### src/rtl/cm_sketch_epoch_arbiter.sv
// Round-robin sharing of one count-min sketch input among NUM_REQ samplers, with epoch flush sequencing.
// One sample per grant; a grant holds sk_valid until sk_ready, and flushes stall grants for 1+FLUSH_WAIT cycles.
module cm_sketch_epoch_arbiter #(
  parameter int NUM_REQ       = 4,
  parameter int ADDR_SIZE     = 22,
  parameter int EPOCH_CYCLES  = 65536,
  parameter int EPOCH_SAMPLES = 4096,
  parameter int FLUSH_WAIT    = 6
) (
  input  logic                         clk,
  input  logic                         rst_n,
  input  logic [NUM_REQ-1:0]           req_valid,
  input  logic [NUM_REQ*ADDR_SIZE-1:0] req_addr,
  output logic [NUM_REQ-1:0]           req_ready,
  input  logic                         epoch_force,
  output logic                         sk_valid,
  output logic [ADDR_SIZE-1:0]         sk_addr,
  output logic                         sk_query_en,
  input  logic                         sk_ready,
  output logic                         flushing,
  output logic [15:0]                  epoch_id,
  output logic [31:0]                  epoch_samples
);

  localparam int PTR_W = (NUM_REQ > 1) ? $clog2(NUM_REQ) : 1;
  localparam int DW_W  = (FLUSH_WAIT > 1) ? $clog2(FLUSH_WAIT) : 1;

  localparam logic [1:0] S_IDLE  = 2'd0;
  localparam logic [1:0] S_XFER  = 2'd1;
  localparam logic [1:0] S_QUERY = 2'd2;
  localparam logic [1:0] S_DRAIN = 2'd3;

  localparam logic [31:0]      CYC_TERM = (EPOCH_CYCLES > 0) ? 32'(EPOCH_CYCLES - 1) : 32'd0;
  localparam logic [31:0]      SMP_TERM = 32'(EPOCH_SAMPLES);
  localparam logic [PTR_W-1:0] PTR_LAST = PTR_W'(NUM_REQ - 1);
  localparam logic [DW_W-1:0]  DW_LAST  = DW_W'(FLUSH_WAIT - 1);
  localparam logic [PTR_W:0]   NUM_REQ_W = (PTR_W + 1)'(NUM_REQ);

  logic [1:0]       state;
  logic [PTR_W-1:0] rr_ptr;
  logic [PTR_W-1:0] grant;
  logic [31:0]      cycle_cnt;
  logic [DW_W-1:0]  drain_cnt;
  logic             flush_pending;

  logic             arb_found;
  logic [PTR_W-1:0] arb_idx;
  logic [PTR_W:0]   cand;
  logic             accept;
  logic             counting;
  logic             cyc_at_term;
  logic [31:0]      cycle_inc;
  logic [31:0]      smp_nxt;
  logic             timer_hit;
  logic             sample_hit;
  logic             force_hit;
  logic             trigger;

  // First requester at or after rr_ptr, wrapping; rr_ptr + k never exceeds 2*NUM_REQ-2.
  always_comb begin
    arb_found = 1'b0;
    arb_idx   = '0;
    cand      = '0;
    for (int k = 0; k < NUM_REQ; k++) begin
      cand = {1'b0, rr_ptr} + (PTR_W + 1)'(k);
      if (cand >= NUM_REQ_W) cand = cand - NUM_REQ_W;
      if (!arb_found && req_valid[cand[PTR_W-1:0]]) begin
        arb_found = 1'b1;
        arb_idx   = cand[PTR_W-1:0];
      end
    end
  end

  assign accept      = (state == S_XFER) && sk_valid && sk_ready;
  assign counting    = (state == S_IDLE) || (state == S_XFER);
  assign cyc_at_term = (cycle_cnt == CYC_TERM);
  assign cycle_inc   = cycle_cnt + 32'd1;
  assign smp_nxt     = (epoch_samples == 32'hFFFF_FFFF) ? epoch_samples : epoch_samples + 32'd1;

  // The timer flags on the edge it lands on its terminal value, so the flush starts one IDLE cycle later.
  assign timer_hit  = (EPOCH_CYCLES != 0) && counting && (cyc_at_term || (cycle_inc == CYC_TERM));
  assign sample_hit = (EPOCH_SAMPLES != 0) && accept && (smp_nxt == SMP_TERM);
  assign force_hit  = epoch_force && counting;
  assign trigger    = timer_hit || sample_hit || force_hit;

  always_comb begin
    req_ready = '0;
    if (accept) req_ready[grant] = 1'b1;
  end

  always_ff @(posedge clk or negedge rst_n) begin
    if (!rst_n) begin
      state         <= S_IDLE;
      rr_ptr        <= '0;
      grant         <= '0;
      cycle_cnt     <= '0;
      drain_cnt     <= '0;
      flush_pending <= 1'b0;
      sk_valid      <= 1'b0;
      sk_addr       <= '0;
      sk_query_en   <= 1'b0;
      flushing      <= 1'b0;
      epoch_id      <= '0;
      epoch_samples <= '0;
    end else begin
      if (trigger) flush_pending <= 1'b1;
      if ((EPOCH_CYCLES != 0) && counting && !cyc_at_term) cycle_cnt <= cycle_inc;

      case (state)
        S_IDLE: begin
          if (flush_pending) begin
            state       <= S_QUERY;
            sk_query_en <= 1'b1;
            flushing    <= 1'b1;
          end else if (arb_found) begin
            grant    <= arb_idx;
            sk_addr  <= req_addr[int'(arb_idx)*ADDR_SIZE +: ADDR_SIZE];
            sk_valid <= 1'b1;
            state    <= S_XFER;
          end
        end
        S_XFER: begin
          if (sk_ready) begin
            sk_valid      <= 1'b0;
            epoch_samples <= smp_nxt;
            rr_ptr        <= (grant == PTR_LAST) ? '0 : grant + PTR_W'(1);
            state         <= S_IDLE;
          end
        end
        S_QUERY: begin
          sk_query_en   <= 1'b0;
          epoch_id      <= epoch_id + 16'd1;
          epoch_samples <= '0;
          cycle_cnt     <= '0;
          flush_pending <= 1'b0;
          drain_cnt     <= '0;
          state         <= S_DRAIN;
        end
        default: begin
          if (drain_cnt == DW_LAST) begin
            flushing <= 1'b0;
            state    <= S_IDLE;
          end else begin
            drain_cnt <= drain_cnt + DW_W'(1);
          end
        end
      endcase
    end
  end

endmodule

### config.mk
export PLATFORM = sky130hd
export DESIGN_NAME = cm_sketch_epoch_arbiter
export DESIGN_NICKNAME = d
export VERILOG_FILES = /design/src/rtl/cm_sketch_epoch_arbiter.sv
export SDC_FILE = /design/constraint.sdc
export NUM_CORES = 1
export LEC_CHECK = 0
export CAP_MARGIN = 20
export CORE_AREA = 8 8 105 179
export DETAILED_ROUTE_END_ITERATION = 16
export DIE_AREA = 0 0 113 187
export PLACE_DENSITY = 0.73
export SETUP_SLACK_MARGIN = 0.05
export SLEW_MARGIN = 10
export SYNTH_ARGS = -nofsm -noshare
export SYNTH_HDL_FRONTEND = slang
export SYNTH_SLANG_ARGS = --single-unit
### constraint.sdc
create_clock -name clk -period 6.8 [get_ports clk]
set_input_delay 1.36 -clock clk [delete_from_list [all_inputs] [get_ports clk]]
set_output_delay 1.36 -clock clk [all_outputs]
set_load 0.005 [all_outputs]
==> out/qor.yml <==
p_per_area_mw_per_mm2: 303
syn_to_final_growth_pct: 31.6
synth-main-ff-cell: "dfrtp_1"
drv_cap: 0
multi_input_area_sq_mm: 0.00438
synth_fp_nets: 1086
synth-seq-area-share: 0.381
tightest_slew_ps: 890
cts-resized-gates: 0
die_h_um: 187
min_path_cells: 2
hold_class: "reg -> reg"
setup_tns_ps: 0
ys_ff_latch: 115
routed_via_density: 5.79
synth_cell_type_count: 65
path_depth: 4
p_total_mw: 3.02
numCtsBuffers: 17
synthCells: 977
drt.antenna.violating_nets: 0
nFillCells: 1491
period_needed_ps: 4230
peakVddDrop_mv: 0.185
clk_path_buf_depth: 2
outcome: "finished, final reports clean"
finalInstanceArea_sq_mm: 0.00994
finalNetCount: 1222
report.final.setup_viol: 0
layout_setup_ws_ps: 2570
core_sq_mm: 0.0163
die_x_um: 113
slowest_stage: "clkdlybuf4s50_1"
worstPathMaxFanout: 5
synth.avg_cell_area_sq_um: 7.73
cts_hold_buf: 0
hpwl_um: 17200
critPathLaunchType: "input pin"
clkTransAtPathRegs_ps: 60
h-tree-depth: 4
finClkSkew_ps: 11.9
grt_pass1_wl_um: 39000
fmax_ghz: 0.236
worstSetupPathType: "in -> out"
die_area_sq_mm: 0.0211
netlist_top_cells_area: "dfrtp_1 38%, nand2_1 12%, o21ai_0 8.3%"
post-route-period-util: 0.622
slew_headroom: 0.406
placed_area_sq_mm: 0.00935
core.rowCount: 62
gp_congestion: 0.899
via_count: 7626
p_leak_nw: 4.14
fin_util: 0.610
antenna_found_initial: 0
syn_area_sq_mm: 0.00755
wl_per_cell_um: 18.0
reg2regPathDepth: 10
cp_slowest_stage_delay_ps: 550
synth_edf_count: 0
crit_family: "buffers and inverters"
drive_above_1_share: 0.0586
routed_wirelength_um: 23700
yosysTopAreaCell: "dfrtp_1"
critPathArrivalTime_ps: 2870
clk_latency_ps: 420
io_buffers: 172
cp-end-kind: "output port"
grt_usage: 0.226
cp_common_cell: "clkdlybuf4s50_1"
dpl_worst_slack_ps: 2590
async_flop_share: 1.00
cts-root-buf: "clkbuf_16"
ys.warnings.count: 0
synth_top_area_share: 0.381
drc: 0
insertedDiodeCount: 0
regArea_sq_mm: 0.00288
finalMaxSlewViolations: 0
grt_setup_unrepaired: "false"
drtPass1Iterations: 5
cts_tree: "done"
post-cts-setup-buffers: 0
initial_utilization: 0.464
grt_max_degree: 64
ios: 173
drt-initial-drc-count: 361
grt_overflow: 0
required_ps: 5440
path_buf_inv: 2
clock-sinks: 115
grt_pass1_vias: 7562
finalHoldViolCount: 0
worstPathCellList: "clkdlybuf4s50_1 -> and3_1 -> and2_1 -> clkdlybuf4s50_1"
-- placed cells by master, fill, tap and decap left out, types with 11 or more instances in the layout --
master and n:
o31ai_1 14, dfrtp_1 115, o21ai_0 126, nand3_1 60, xor2_1 15, nor4_1 14
buf_4 11, and4_1 13, nor2_1 40, nor3_1 27, clkbuf_16 17, nand2_1 240
xnor2_1 20, clkdlybuf4s50_1 171, ha_1 13, a21oi_1 44, inv_1 14, and3_1 15
nand4_1 28
-- metal layers --
metal	track usage	wire length, um	part of all wire	vias up
met5	0	0	0	-
met4	0.0985	773	0.033	0
met3	0.0411	946	0.040	59
met2	0.409	12800	0.54	209
met1	0.250	9190	0.39	3609
li1	-	-	-	3749
-- area by class of cell --
class / count / share of cell area
well taps: 192 / 0.0242
clock inverters: 13 / 0.0152
multi-input cells: 782 / 0.441
clock buffers: 19 / 0.0445
flip-flops and latches: 115 / 0.289
inverters: 15 / 0.00566
repair buffers: 182 / 0.180
-- worst register-to-register path, stage by stage (launching register included) --
cell	delay, ps
dfrtp_1	430
ha_1	240
nand3_1	250
nor4_1	780
nand3_1	250
nor2_1	250
mux2_2	190
buf_4	480
nor2_1	190
a31oi_1	200
o31ai_1	90
-- power breakdown --
part,switching (mW),total (mW),internal [mW]
Sequential,0.123,0.948,0.825
Combinational,0.675,1.17,0.492
Clock,0.346,0.901,0.554
Total,1.14,3.02,1.87
-- path summary, 6_finish.rpt --
kind	from	to	slack, ps
worst min register to register	sk_addr[19]	sk_addr[19]	480
max in group asynchronous	rst_n	sk_addr[18]	4500
min in group asynchronous	rst_n	epoch_samples[25]	980
worst max-delay path	sk_ready	req_ready[2]	2570
worst max register to register	cycle_cnt[0]	cycle_cnt[24]	3310
worst min-delay path	sk_addr[19]	sk_addr[19]	480
-- state kept, by name (all words and copies together) (netlist names) --
signal,count
cycle_cnt,32
drain_cnt,3
epoch_id,16
epoch_samples,32
flush_pending,1
flushing,1
grant,2
rr_ptr,2
sk_addr,22
sk_query_en,1
sk_valid,1
state,2
-- through the flow --
step                      hold WS, ps  cells
after detailed placement          470   1286
final                             480   1318
after global routing              494   1318
after floorplan                   468    977
after global placement            459   1286
after CTS                         483   1318
-- cell usage after synthesis, drive strengths merged (4+ instances only) --
cell type / number
a21o: 5
a21oi: 44
a22o: 8
a31oi: 7
and2: 9
and3: 16
and4: 14
buf: 15
clkbuf: 50
dfrtp: 115
ha: 13
inv: 14
mux2: 7
mux2i: 6
nand2: 240
nand3: 60
nand4: 30
nor2: 40
nor2b: 6
nor3: 27
nor4: 17
o21a: 4
o21ai: 127
o31ai: 15
or3: 6
or4: 6
xnor2: 20
xor2: 15
-- cell families (layout without fill, tap and decap cells) --
kind of cell               Yosys count  count (layout)  synth area share
AOI/OAI and AO/OA                  235             235             0.183
adders and majority gates           13              13            0.0215
muxes                               13              13            0.0184
and+or+nand+nor                    486             486             0.312
DFF                                115             115             0.381
xor gates and xnor gates            35              35            0.0406
buffers and inverters               80             229            0.0431
(Power assumes the default switching activity.)
